--- src/rtl/seq_mult_hs_if.sv ---
// Operand/result handshake bundle for seq_mult_hs.
// Handshake: a transfer happens on a rising clock edge where valid && ready;
// the sender holds its payload stable while valid is high and ready is low.
interface seq_mult_hs_if #(
    parameter int WIDTH = 32
);
    logic               in_valid;
    logic               in_ready;
    logic               signed_mode;
    logic [WIDTH-1:0]   mlier;
    logic [WIDTH-1:0]   mcand;
    logic               out_valid;
    logic               out_ready;
    logic [2*WIDTH-1:0] prodt;
    logic               busy;

    modport master (
        output in_valid, signed_mode, mlier, mcand, out_ready,
        input  in_ready, out_valid, prodt, busy
    );

    modport slave (
        input  in_valid, signed_mode, mlier, mcand, out_ready,
        output in_ready, out_valid, prodt, busy
    );
endinterface

--- src/rtl/seq_mult_hs.sv ---
// Sequential radix-2 shift/add multiplier, signed or unsigned per operation,
// with valid/ready on operands and result and a synchronous abort.
module seq_mult_hs #(
    parameter int WIDTH = 32
) (
    input  logic         clock,
    input  logic         reset_n,
    input  logic         clear,
    seq_mult_hs_if.slave bus,
    output logic [1:0]   dbg_state_o
);
    localparam int CNT_W = $clog2(WIDTH + 1);

    localparam logic [1:0] S_IDLE = 2'd0;
    localparam logic [1:0] S_CALC = 2'd1;
    localparam logic [1:0] S_SIGN = 2'd2;
    localparam logic [1:0] S_DONE = 2'd3;

    localparam logic [CNT_W-1:0] LAST_CNT = CNT_W'(WIDTH - 1);
    localparam logic [CNT_W-1:0] CNT_ONE  = CNT_W'(1);

    logic [1:0]         state_q, state_d;
    logic [2*WIDTH-1:0] acc_q, acc_d;
    logic [2*WIDTH-1:0] cand_q, cand_d;
    logic [WIDTH-1:0]   lier_q, lier_d;
    logic [CNT_W-1:0]   cnt_q, cnt_d;
    logic               neg_q, neg_d;
    logic [2*WIDTH-1:0] prodt_q, prodt_d;
    logic               out_valid_q, out_valid_d;

    logic               accept;
    logic               out_fire;
    logic [WIDTH-1:0]   mag_lier;
    logic [WIDTH-1:0]   mag_cand;

    assign accept   = bus.in_valid && (state_q == S_IDLE);
    assign out_fire = out_valid_q && bus.out_ready;

    // Magnitude of the most negative value wraps to itself, which is the
    // correct unsigned magnitude 2^(WIDTH-1).
    assign mag_lier = (bus.signed_mode && bus.mlier[WIDTH-1]) ? -bus.mlier : bus.mlier;
    assign mag_cand = (bus.signed_mode && bus.mcand[WIDTH-1]) ? -bus.mcand : bus.mcand;

    always_comb begin
        state_d     = state_q;
        acc_d       = acc_q;
        cand_d      = cand_q;
        lier_d      = lier_q;
        cnt_d       = cnt_q;
        neg_d       = neg_q;
        prodt_d     = prodt_q;
        out_valid_d = out_valid_q;

        case (state_q)
            S_IDLE: begin
                if (accept) begin
                    acc_d   = '0;
                    cnt_d   = '0;
                    cand_d  = {{WIDTH{1'b0}}, mag_cand};
                    lier_d  = mag_lier;
                    neg_d   = bus.signed_mode && (bus.mlier[WIDTH-1] ^ bus.mcand[WIDTH-1]);
                    state_d = S_CALC;
                end
            end
            S_CALC: begin
                if (lier_q[0]) begin
                    acc_d = acc_q + cand_q;
                end
                cand_d = cand_q << 1;
                lier_d = lier_q >> 1;
                cnt_d  = cnt_q + CNT_ONE;
                if (cnt_q == LAST_CNT) begin
                    state_d = S_SIGN;
                end
            end
            S_SIGN: begin
                prodt_d     = neg_q ? -acc_q : acc_q;
                out_valid_d = 1'b1;
                state_d     = S_DONE;
            end
            S_DONE: begin
                if (out_fire) begin
                    out_valid_d = 1'b0;
                    state_d     = S_IDLE;
                end
            end
            default: begin
                state_d     = S_IDLE;
                out_valid_d = 1'b0;
            end
        endcase

        // Abort wins over accept and over the result handshake; the last
        // product register is left untouched.
        if (clear) begin
            state_d     = S_IDLE;
            out_valid_d = 1'b0;
            prodt_d     = prodt_q;
        end
    end

    always_ff @(posedge clock or negedge reset_n) begin
        if (!reset_n) begin
            state_q     <= S_IDLE;
            acc_q       <= '0;
            cand_q      <= '0;
            lier_q      <= '0;
            cnt_q       <= '0;
            neg_q       <= 1'b0;
            prodt_q     <= '0;
            out_valid_q <= 1'b0;
        end else begin
            state_q     <= state_d;
            acc_q       <= acc_d;
            cand_q      <= cand_d;
            lier_q      <= lier_d;
            cnt_q       <= cnt_d;
            neg_q       <= neg_d;
            prodt_q     <= prodt_d;
            out_valid_q <= out_valid_d;
        end
    end

    assign bus.in_ready  = (state_q == S_IDLE);
    assign bus.out_valid = out_valid_q;
    assign bus.prodt     = prodt_q;
    assign bus.busy      = (state_q == S_CALC) || (state_q == S_SIGN);
    assign dbg_state_o   = state_q;
endmodule

--- src/flat_wrapper.sv ---
// flat-port wrapper written by rule: the top's interface ports become plain ports
module seq_mult_hs_flat 
#(
    parameter int WIDTH = 32
)
  (clock, reset_n, clear, dbg_state_o, bus_in_valid, bus_signed_mode, bus_mlier, bus_mcand, bus_out_ready, bus_in_ready, bus_out_valid, bus_prodt, bus_busy);
  seq_mult_hs_if #(.WIDTH(WIDTH)) bus_i ();
  input  logic clock;
  input  logic reset_n;
  input  logic clear;
  output logic [1:0] dbg_state_o;
  input wire logic [$bits(bus_i.in_valid)-1:0] bus_in_valid;
  input wire logic [$bits(bus_i.signed_mode)-1:0] bus_signed_mode;
  input wire logic [$bits(bus_i.mlier)-1:0] bus_mlier;
  input wire logic [$bits(bus_i.mcand)-1:0] bus_mcand;
  input wire logic [$bits(bus_i.out_ready)-1:0] bus_out_ready;
  output wire logic [$bits(bus_i.in_ready)-1:0] bus_in_ready;
  output wire logic [$bits(bus_i.out_valid)-1:0] bus_out_valid;
  output wire logic [$bits(bus_i.prodt)-1:0] bus_prodt;
  output wire logic [$bits(bus_i.busy)-1:0] bus_busy;
  assign bus_i.in_valid = bus_in_valid;
  assign bus_i.signed_mode = bus_signed_mode;
  assign bus_i.mlier = bus_mlier;
  assign bus_i.mcand = bus_mcand;
  assign bus_i.out_ready = bus_out_ready;
  assign bus_in_ready = bus_i.in_ready;
  assign bus_out_valid = bus_i.out_valid;
  assign bus_prodt = bus_i.prodt;
  assign bus_busy = bus_i.busy;
  seq_mult_hs #(.WIDTH(WIDTH)) u_core (.clock(clock), .reset_n(reset_n), .clear(clear), .bus(bus_i), .dbg_state_o(dbg_state_o));
endmodule
--- config.mk ---
export PLATFORM = sky130hd
export DESIGN_NAME = seq_mult_hs_flat
export DESIGN_NICKNAME = d
export VERILOG_FILES = /design/src/rtl/seq_mult_hs_if.sv /design/src/rtl/seq_mult_hs.sv /design/src/flat_wrapper.sv
export SDC_FILE = /design/constraint.sdc
export NUM_CORES = 1
export LEC_CHECK = 0
export BUFFER_PORTS_ARGS = -buffer_cell sky130_fd_sc_hd__buf_4
export CAP_MARGIN = 20
export CORE_MARGIN = 2
export CORE_UTILIZATION = 55
export DETAILED_ROUTE_END_ITERATION = 16
export PLACE_DENSITY = 0.77
export REMOVE_ABC_BUFFERS = 1
export SLEW_MARGIN = 10
export SYNTH_ARGS = -nofsm -noshare
export SYNTH_HDL_FRONTEND = slang
export SYNTH_SLANG_ARGS = --single-unit
--- constraint.sdc ---
create_clock -name clock -period 3.85 [get_ports clock]
set_input_delay 0.77 -clock clock [delete_from_list [all_inputs] [get_ports clock]]
set_output_delay 0.77 -clock clock [all_outputs]
set_load 0.005 [all_outputs]
==> run metrics, run 1 <==
Worst-path clk slew=approximately 0.06 ns; Worst-Margin Slew=1.04 ns; layout cells sized above 1=0.133; commonest cells after routing, fill and taps aside=nand2_1, o21ai_0, dfrtp_1; first-pass GRT wire length=66400 µm; crit path capture type=register; max cap viols=0; die height=171 µm; vias post-DR=~14000; worst endpoint data arrival time=roughly 4.2 ns; Clock Tree Buf Depth=3; final setup fails=0; number of enable flip-flop cells after synthesis=0; CTS tree=done; area grow syn2layout=16.0%; initial antenna violation count=0; Post-DP HPWL=roughly 30000 µm; unrepaired setup endpoints after global routing=yes; die area=0.0292 mm²; Inserted Clock Buffers=26; Post-DRT Antenna Nets=0; largest net degree at the start of global routing=between 100 and 150; routed len/inst=~18 µm; Worst Setup Start Kind=register; Clk Latency, worst-skew pair=~0.54 ns; Core ar.=0.0276 mm²; final setup margin=about 0.065 ns; Tot Pwr=~13 mW; Syn Inst Count=approximately 1800; All-Layer GR Usage=0.278; width of the chip=171 µm; vias in the first global route=around 13000; max_slew headroom=0.306; final setup TNS=0 ns; fillcell total=between 2000 and 2500; final period utilization=0.983; P_leak=slightly above 8 nW; worst path required time=4.23 ns; top-area cell type share of the netlist area=0.383; Top delay family on crit path=simple AND/OR/NAND/NOR gates; run status=finished, final reports clean; hold_buf cts=0; synthesis-stage register bit count=roughly 230; commonest non-fill, non-tap cell in the layout=nand2_1; Max FO, Critical Path=6; crit-path most repeated cell=or4_4; count of different cell masters after synthesis=between 60 and 70; Place WS=around 0.076 ns; minimum clock period=3.79 ns; syn avg cell area=~8.4 µm²; initial core utilization=0.555; Setup Crit Path Kind=reg -> reg; CP max stage delay=between 0.5 and 0.6 ns; gp weighted congestion=just over 0.9; Worst VDD drop=0.467 mV; initial DRC count=between 1000 and 1500; H-tree levels=1; clk root buf=clkbuf_16; Yosys Warn Count=0; asr flop ratio synth=1.00; Port-buffer cells=roughly 140; Synth area leader=dfrtp_1; clock skew=around 0.017 ns; Routed WL=roughly 40000 µm; Primary FF master, synth=dfrtp_1; Clock Sink Count=about 230; Vias/cell=~6.0; power per cell area=approximately 740 mW/mm²; top post-synthesis cells by area=dfrtp_1, o21ai_0, nand2_1, xor2_1, ha_1; 1st-pass router iterations=5; slowest CP cell=or4_4; DRC Markers=0; final net count=2072; row cnt=61; grt ovf=0; fmax=roughly 260 MHz; critical-path cell list=or4_4 -> or4_4 -> or4_4 -> or4_4 -> or2_4 -> nand2b_4 -> or2_4 -> o41ai_4 -> xor2_1 -> o21ai_1; Seq/Total Area, Yosys=0.383; Hold Violations, Final=0; IO Pins=139; n_diodes=0; Mapped Area=~0.015 mm²; fin. max-slew vios=0; hold crit path type=in -> async; Buf+Inv Stages, Crit Path=0
[final timing paths]
check                                            startpoint                               end  slack [ns]  cells past startpoint
max                            u_core.acc_q[22]$_DFFE_PN0P_  u_core.bus.prodt[63]$_DFFE_PN0P_        0.06                     10
min                                                 reset_n     u_core.lier_q[29]$_DFFE_PN0P_        0.28                      1
max reg2reg                    u_core.acc_q[22]$_DFFE_PN0P_  u_core.bus.prodt[63]$_DFFE_PN0P_        0.06                     10
min reg2reg                u_core.bus.prodt[26]$_DFFE_PN0P_  u_core.bus.prodt[26]$_DFFE_PN0P_        0.47                      2
max in group asynchronous                           reset_n      u_core.lier_q[3]$_DFFE_PN0P_        2.65                      2
min in group clock                                    clear  u_core.bus.out_valid$_DFFE_PN0P_        0.42                      2
[synth_stat cells, drive strengths merged, types with 17 or more instances]
cell	number
a21o	32
a21oi	172
a22o	38
and3	17
clkbuf	96
dfrtp	234
ha	71
inv	38
nand2	263
nand3	24
nand4	24
nor2	106
nor3	27
o21ai	256
o21bai	19
o31ai	28
or3	29
or4	17
xnor2	61
xor2	105
[cells by family after synthesis]
kind of cell,after synthesis,share of synthesized area
compound gates,637,0.251
simple gates,564,0.170
flops,234,0.383
xor+xnor,166,0.0950
buf+inv,144,0.0358
fa+ha+maj,72,0.0594
mux,9,0.00597
[flip-flops by register name (all words and copies together), names as in the netlist]
register              flops
u_core.cand_q            64
u_core.lier_q            32
u_core.bus.out_valid      1
u_core.dbg_state_o        2
u_core.acc_q             64
u_core.neg_q              1
u_core.cnt_q              6
u_core.bus.prodt         64
[repair_timing]
action | CTS | global route
endpoints found under the hold margin | 0 | 0
resized for setup | 0 | 9
setup endpoints to repair | 0 | 9
buffers inserted | 0 | 3
[routing by layer]
| metal | up-vias | track usage | part of all wire |
|---|---|---|---|
| li1 | 6774 | - | - |
| met1 | 6695 | 0.365 | 0.44 |
| met2 | 413 | 0.482 | 0.49 |
| met3 | 71 | 0.0328 | 0.053 |
| met4 | 0 | 0.0806 | 0.025 |
| met5 | - | 0 | 0 |
[power by group]
group / switching [mW] / internal [mW] / total, mW / leakage (nW)
Sequential: 0.695 / 3.21 / 3.90 / 3.10
Combinational: 3.94 / 2.60 / 6.54 / 4.67
Clock: 1.02 / 1.61 / 2.62 / 0.452
Total: 5.65 / 7.41 / 13.1 / 8.22
[worst register-to-register path: stages, from the launching register on]
cell      delay [ns]
dfrtp_1         0.39
or4_4           0.56
or4_4           0.44
or4_4           0.57
or4_4           0.46
or2_4           0.26
nand2b_4        0.18
or2_4           0.31
o41ai_4         0.22
xor2_1          0.17
o21ai_1         0.07
[through the flow]
stage          std cells  instance area, µm²  hold WS (ns)   util
2_1_floorplan       1720               14900         0.445      -
3_3_place_gp        2277               16800         0.460  0.609
3_5_place_dp        2277               16800         0.471  0.609
4_1_cts             2323               17700         0.326  0.642
5_1_grt             2326               17700         0.357  0.644
6_report            2326               17700         0.277  0.644
[layout make-up]
class,instances,area [µm²],share of cell area
flip-flops and latches,234,5860,0.330
clock buffers,36,779,0.0439
inverters,38,143,0.00804
well taps,378,473,0.0266
clock inverters,10,131,0.00740
repair buffers,182,1400,0.0788
multi-input cells,1448,8970,0.505
(Power assumes the default switching activity.)
==> run 2, diff against run 1 <==
--- a/config.mk
+++ b/config.mk
@@ -8,3 +8,3 @@
 export BUFFER_PORTS_ARGS = -buffer_cell sky130_fd_sc_hd__buf_4
-export CAP_MARGIN = 20
+export CAP_MARGIN = 25
 export CORE_MARGIN = 2
--- a/constraint.sdc
+++ b/constraint.sdc
@@ -3,2 +3,2 @@
 set_output_delay 0.77 -clock clock [all_outputs]
-set_load 0.005 [all_outputs]
+set_load 0.01 [all_outputs]
==> run metrics, run 2 (same netlist as run 1, synthesis figures left out) <==
worst endpoint data arrival time=4.17 ns (about the same); final period utilization=0.983 (about the same); commonest cells after routing, fill and taps aside=nand2_1, o21ai_0, dfrtp_1; final net count=2073 (+0.048%); Worst Setup Start Kind=register; final setup fails=0 (unchanged); width of the chip=171 µm (unchanged); layout cells sized above 1=0.134 (+0.000445); fin. max-slew vios=0 (unchanged); Clock Tree Buf Depth=3 (unchanged); largest net degree at the start of global routing=111 (unchanged); CP Launch Point=u_core.acc_q[22]$_DFFE_PN0P_; n_diodes=0 (unchanged); DRC Markers=0 (unchanged); vias post-DR=14000 (+0.079%); FF-to-FF End=u_core.bus.prodt[63]$_DFFE_PN0P_; initial DRC count=1014 (-2.6%); Clk Latency, worst-skew pair=0.54 ns (about the same); run status=finished, final reports clean; power per cell area=743 mW/mm² (+0.94%); Clock Sink Count=234 (unchanged); Top Metal Used=met4; Worst-path clk slew=0.06 ns (about the same); vias in the first global route=13400 (unchanged); routed len/inst=17.6 µm (+0.16%); 1st-pass router iterations=5 (unchanged); Post-DRT Antenna Nets=0 (unchanged); final setup TNS=0 ns (unchanged); Port-buffer cells=138 (unchanged); initial core utilization=0.555 (unchanged); Inserted Clock Buffers=26 (unchanged); worst path required time=4.23 ns (about the same); fillcell total=2293 (-0.13%); IO Pins=139 (unchanged); unrepaired setup endpoints after global routing=yes; Hold Slack=0.277 ns (+0.000107 ns); commonest non-fill, non-tap cell in the layout=nand2_1; Worst-Margin Slew=0.864 ns (-0.178 ns); All-Layer GR Usage=0.278 (unchanged); crit path capture type=register; P_leak=8.23 nW (+0.12%); initial antenna violation count=0 (unchanged); fmax=264 MHz (about the same); Vias/cell=6.00 (about the same); clock skew=0.0133 ns (-0.00345 ns); max_slew headroom=0.422 (+0.116); grt ovf=0 (unchanged); Post-DP HPWL=29900 µm (unchanged); Worst VDD drop=0.473 mV (+1.3%); CTS tree=done; die height=171 µm (unchanged); FF-to-FF setup slack=0.07 ns (about the same); R2R depth=10 (unchanged); H-tree levels=1 (unchanged); metal2 WL=19800 µm (-0.12%); Hold Violations, Final=0 (unchanged); clk root buf=clkbuf_16; Routed WL=40800 µm (+0.21%); row cnt=61 (unchanged); minimum clock period=3.78 ns (-0.00181 ns); gp weighted congestion=0.920 (unchanged); Reg2Reg Launch Point=u_core.acc_q[22]$_DFFE_PN0P_; max cap viols=0 (unchanged); wire length on met1=17800 µm (-0.22%); hold crit path type=in -> async; area grow syn2layout=16.1%; met3 WL post-DR=2200 µm (+1.8%); Setup Crit Path Kind=reg -> reg; first-pass GRT wire length=66400 µm (unchanged); Core ar.=0.0276 mm² (unchanged); die area=0.0292 mm² (unchanged); Max FO, Critical Path=6 (unchanged)
run 2: cell types whose count changed in the layout (fill, tap and decap cells not counted):
cell,before,now
buf_12,2,3
run 2: final cells by class:
type,instances,area (µm²),share of cell area
Clock buffer,36,779,0.0439
Timing Repair Buffer,183,1420,0.0799
Sequential cell,234,5860,0.330
Inverter,38,143,0.00803
Multi-Input combinational cell,1448,8970,0.505
Tap cell,378,473,0.0266
Clock inverter,10,131,0.00739
run 2: per-stage QoR:
stage,setup slack (ns),area (µm²),utilization,power [mW],std cells
final,0.0663,17800,0.645,13.2,2327
after global routing,-0.0163,17800,0.645,14.2,2327
after CTS,0.0465,17700,0.642,13.1,2323
after detailed placement,0.0761,16800,0.609,10.4,2277
after global placement,0.123,16800,0.609,10.2,2277
after floorplan,-4.91,14900,-,8.04,1720
run 2: worst max path at each step:
stage	end	slack, ns
6_report	u_core.bus.prodt[63]$_DFFE_PN0P_	0.07
2_1_floorplan	u_core.acc_q[2]$_DFFE_PN0P_	-4.91
3_5_place_dp	u_core.bus.prodt[63]$_DFFE_PN0P_	0.08
5_1_grt	u_core.bus.prodt[63]$_DFFE_PN0P_	-0.02
4_1_cts	u_core.bus.prodt[63]$_DFFE_PN0P_	0.05
3_3_place_gp	u_core.bus.prodt[63]$_DFFE_PN0P_	0.12
run 2: repair_timing:
| action | 4_1_cts | 5_1_grt |
|---|---|---|
| hold buffers | 0 | 0 |
| buffers inserted | 0 | 3 |
| endpoints found under the hold margin | 0 | 0 |
| setup endpoints to repair | 0 | 9 |
| resized for setup | 0 | 9 |
run 2: metal layers:
layer  track usage  up-vias
met4        0.0806        0
met2         0.482      459
met1         0.365     6659
met5             0        -
met3        0.0328       78
li1              -     6768
run 2: power breakdown:
group          total (mW)  internal (mW)  switching (mW)
Combinational        6.68           2.63            4.05
Sequential           3.90           3.21           0.695
Clock                2.62           1.60            1.01
run 2: critical path: stages (launching register included):
cell and delay, ns:
dfrtp_1 0.40, or4_4 0.56, or4_4 0.44, or4_4 0.57, or4_4 0.45, or2_4 0.26, nand2b_4 0.18, or2_4 0.31
o41ai_4 0.22, xor2_1 0.17, o21ai_1 0.07
==> run 3, diff against run 2 <==
CAP_MARGIN = unset   (was 25)
CORE_UTILIZATION = 61   (was 55)
PLACE_DENSITY = 0.81   (was 0.77)
clock period = 3.7 ns   (was 3.85 ns; I/O delays follow)
==> run metrics, run 3 (same netlist as run 1, synthesis figures left out) <==
final setup margin=-0.0121 ns (-0.0784 ns); routed len/inst=17.9 µm (+2.0%); Buf+Inv Stages, Crit Path=0 (unchanged); DRC Markers=0 (unchanged); H-tree levels=1 (unchanged); 1st-pass router iterations=8 (+3); clock skew=0.00884 ns (-0.00442 ns); Setup Crit Path Kind=reg -> reg; initial core utilization=0.625 (+0.0702); Reg2Reg Launch Point=u_core.acc_q[14]$_DFFE_PN0P_; unrepaired setup endpoints after global routing=yes; Post-DP Area=0.0168 mm² (+0.27%); die height=162 µm (-4.9%); Routed WL=41000 µm (+0.32%); final net count=2092 (+0.92%); Clock Sink Count=234 (unchanged); commonest non-fill, non-tap cell in the layout=nand2_1; initial antenna violation count=0 (unchanged); Post-DP HPWL=30200 µm (+1.0%); Top delay family on crit path=simple AND/OR/NAND/NOR gates; area grow syn2layout=16.0% (about the same); vias in the first global route=13400 (-0.17%); crit-path most repeated cell=or4_4; Worst-Margin Slew=1.26 ns (+0.397 ns); die area=0.0264 mm² (-9.6%); Max FO, Critical Path=5 (-1); final setup fails=1 (+1); layout cells sized above 1=0.142 (+0.00814); fin. max-slew vios=0 (unchanged); run status=finished, violations left; CP max stage delay=0.55 ns (-0.02 ns); max_slew headroom=0.157 (-0.265); Core ar.=0.0245 mm² (-11%); finished layout cell area=0.0178 mm² (about the same); largest net degree at the start of global routing=129 (+16%); Clock Tree Buf Depth=3 (unchanged); width of the chip=162 µm (-4.9%); hold crit path type=in -> async; Hold Violations, Final=0 (unchanged); n_diodes=0 (unchanged); max cap viols=0 (unchanged); slowest CP cell=or4_4; clk root buf=clkbuf_16; gp weighted congestion=0.945 (+2.8%); Port-buffer cells=138 (unchanged); FF-to-FF setup slack=-0.01 ns (-0.08 ns); worst endpoint data arrival time=4.12 ns (-0.05 ns); power per cell area=766 mW/mm² (+3.1%); grt ovf=0 (unchanged); All-Layer GR Usage=0.313 (+0.0358); Vias/cell=6.13 (+2.2%); row cnt=57 (-6.6%); IO Pins=139 (unchanged); Inserted Clock Buffers=26 (unchanged); Place WS=-0.0693 ns (-0.145 ns); crit path capture type=register; worst path required time=4.11 ns (-0.12 ns); Tot Pwr=13.6 mW (+3.0%); Worst Setup Start Kind=register; FF-to-FF End=u_core.bus.prodt[63]$_DFFE_PN0P_; R2R depth=10 (unchanged); fmax=269 MHz (+1.9%); Post-DRT Antenna Nets=0 (unchanged); initial DRC count=995 (-1.9%); CTS tree=done; Clk Latency, worst-skew pair=0.54 ns (about the same); vias post-DR=14000 (+0.49%); P_leak=8.28 nW (+0.55%); commonest cells after routing, fill and taps aside=nand2_1, o21ai_0, dfrtp_1; fillcell total=1943 (-15%); final period utilization=1.00 (+0.0205); Worst-path clk slew=0.06 ns (about the same); critical-path cell list=or4_4 -> or4_4 -> or4_4 -> or4_4 -> or2_4 -> nand2b_4 -> or2_4 -> o41ai_4 -> xor2_1 -> o21ai_1; failing checks=negative setup slack; minimum clock period=3.71 ns (-0.0716 ns); Worst VDD drop=0.527 mV (+11%); first-pass GRT wire length=67800 µm (+2.0%)
==> run 3: layer usage <==
| layer | share of wire | up-vias | track usage |
|---|---|---|---|
| met5 | 0 | - | 0 |
| met4 | 0.024 | 0 | 0.0760 |
| met3 | 0.073 | 70 | 0.0519 |
| met2 | 0.46 | 471 | 0.513 |
| met1 | 0.44 | 6699 | 0.439 |
| li1 | - | 6793 | - |
==> run 3: metrics by stage <==
| step | instances | hold slack [ns] | setup TNS (ns) | utilization |
|---|---|---|---|---|
| 3_3_place_gp | 2238 | 0.460 | -0.00417 | 0.688 |
| 6_report | 2288 | 0.210 | -0.0121 | 0.726 |
| 4_1_cts | 2280 | 0.239 | -0.0162 | 0.721 |
| 5_1_grt | 2288 | 0.262 | -0.325 | 0.726 |
| 2_1_floorplan | 1720 | 0.444 | -458.67 | - |
| 3_5_place_dp | 2238 | 0.466 | -0.162 | 0.688 |
==> run 3: how the worst max path moves through the flow <==
stage | start | end | slack [ns] | cells after the start
2_1_floorplan | u_core.dbg_state_o[1]$_DFFE_PN0P_ | u_core.acc_q[2]$_DFFE_PN0P_ | -5.06 | 6
3_3_place_gp | u_core.acc_q[14]$_DFFE_PN0P_ | u_core.bus.prodt[63]$_DFFE_PN0P_ | -0.004 | 10
3_5_place_dp | u_core.acc_q[14]$_DFFE_PN0P_ | u_core.bus.prodt[63]$_DFFE_PN0P_ | -0.07 | 10
4_1_cts | u_core.acc_q[14]$_DFFE_PN0P_ | u_core.bus.prodt[63]$_DFFE_PN0P_ | -0.02 | 10
5_1_grt | u_core.acc_q[14]$_DFFE_PN0P_ | u_core.bus.prodt[63]$_DFFE_PN0P_ | -0.11 | 10
6_report | u_core.acc_q[14]$_DFFE_PN0P_ | u_core.bus.prodt[63]$_DFFE_PN0P_ | -0.01 | 10
==> run 3: worst reg2reg max path: stages, from the launching register on <==
cell and delay (ns):
dfrtp_1 0.38, or4_4 0.55, or4_4 0.46, or4_4 0.52, or4_4 0.45, or2_4 0.31, nand2b_4 0.15, or2_4 0.27
o41ai_4 0.22, xor2_1 0.19, o21ai_1 0.08
==> run 3: what timing repair did <==
item	in CTS	in global routing
setup endpoints to repair	6	18
hold buffers	0	0
endpoints found under the hold margin	0	0
resized for setup	3	14
pin swaps	0	14
setup buffers	0	8
==> run 3: final cells by class <==
cell class,count,area [µm²],area share
tap,324,405,0.0228
timing repair buffer,202,1550,0.0873
clock buffer,38,767,0.0432
inverter,38,143,0.00803
sequential,234,5860,0.330
multi-input combinational,1448,9010,0.507
clock inverter,4,22.5,0.00127
==> run 3: where the power goes <==
group | leakage (nW) | switching [mW] | total, mW | internal (mW)
registers | 3.10 | 0.722 | 4.06 | 3.34
logic | 4.79 | 4.28 | 7.09 | 2.81
clock network | 0.388 | 1.03 | 2.44 | 1.41
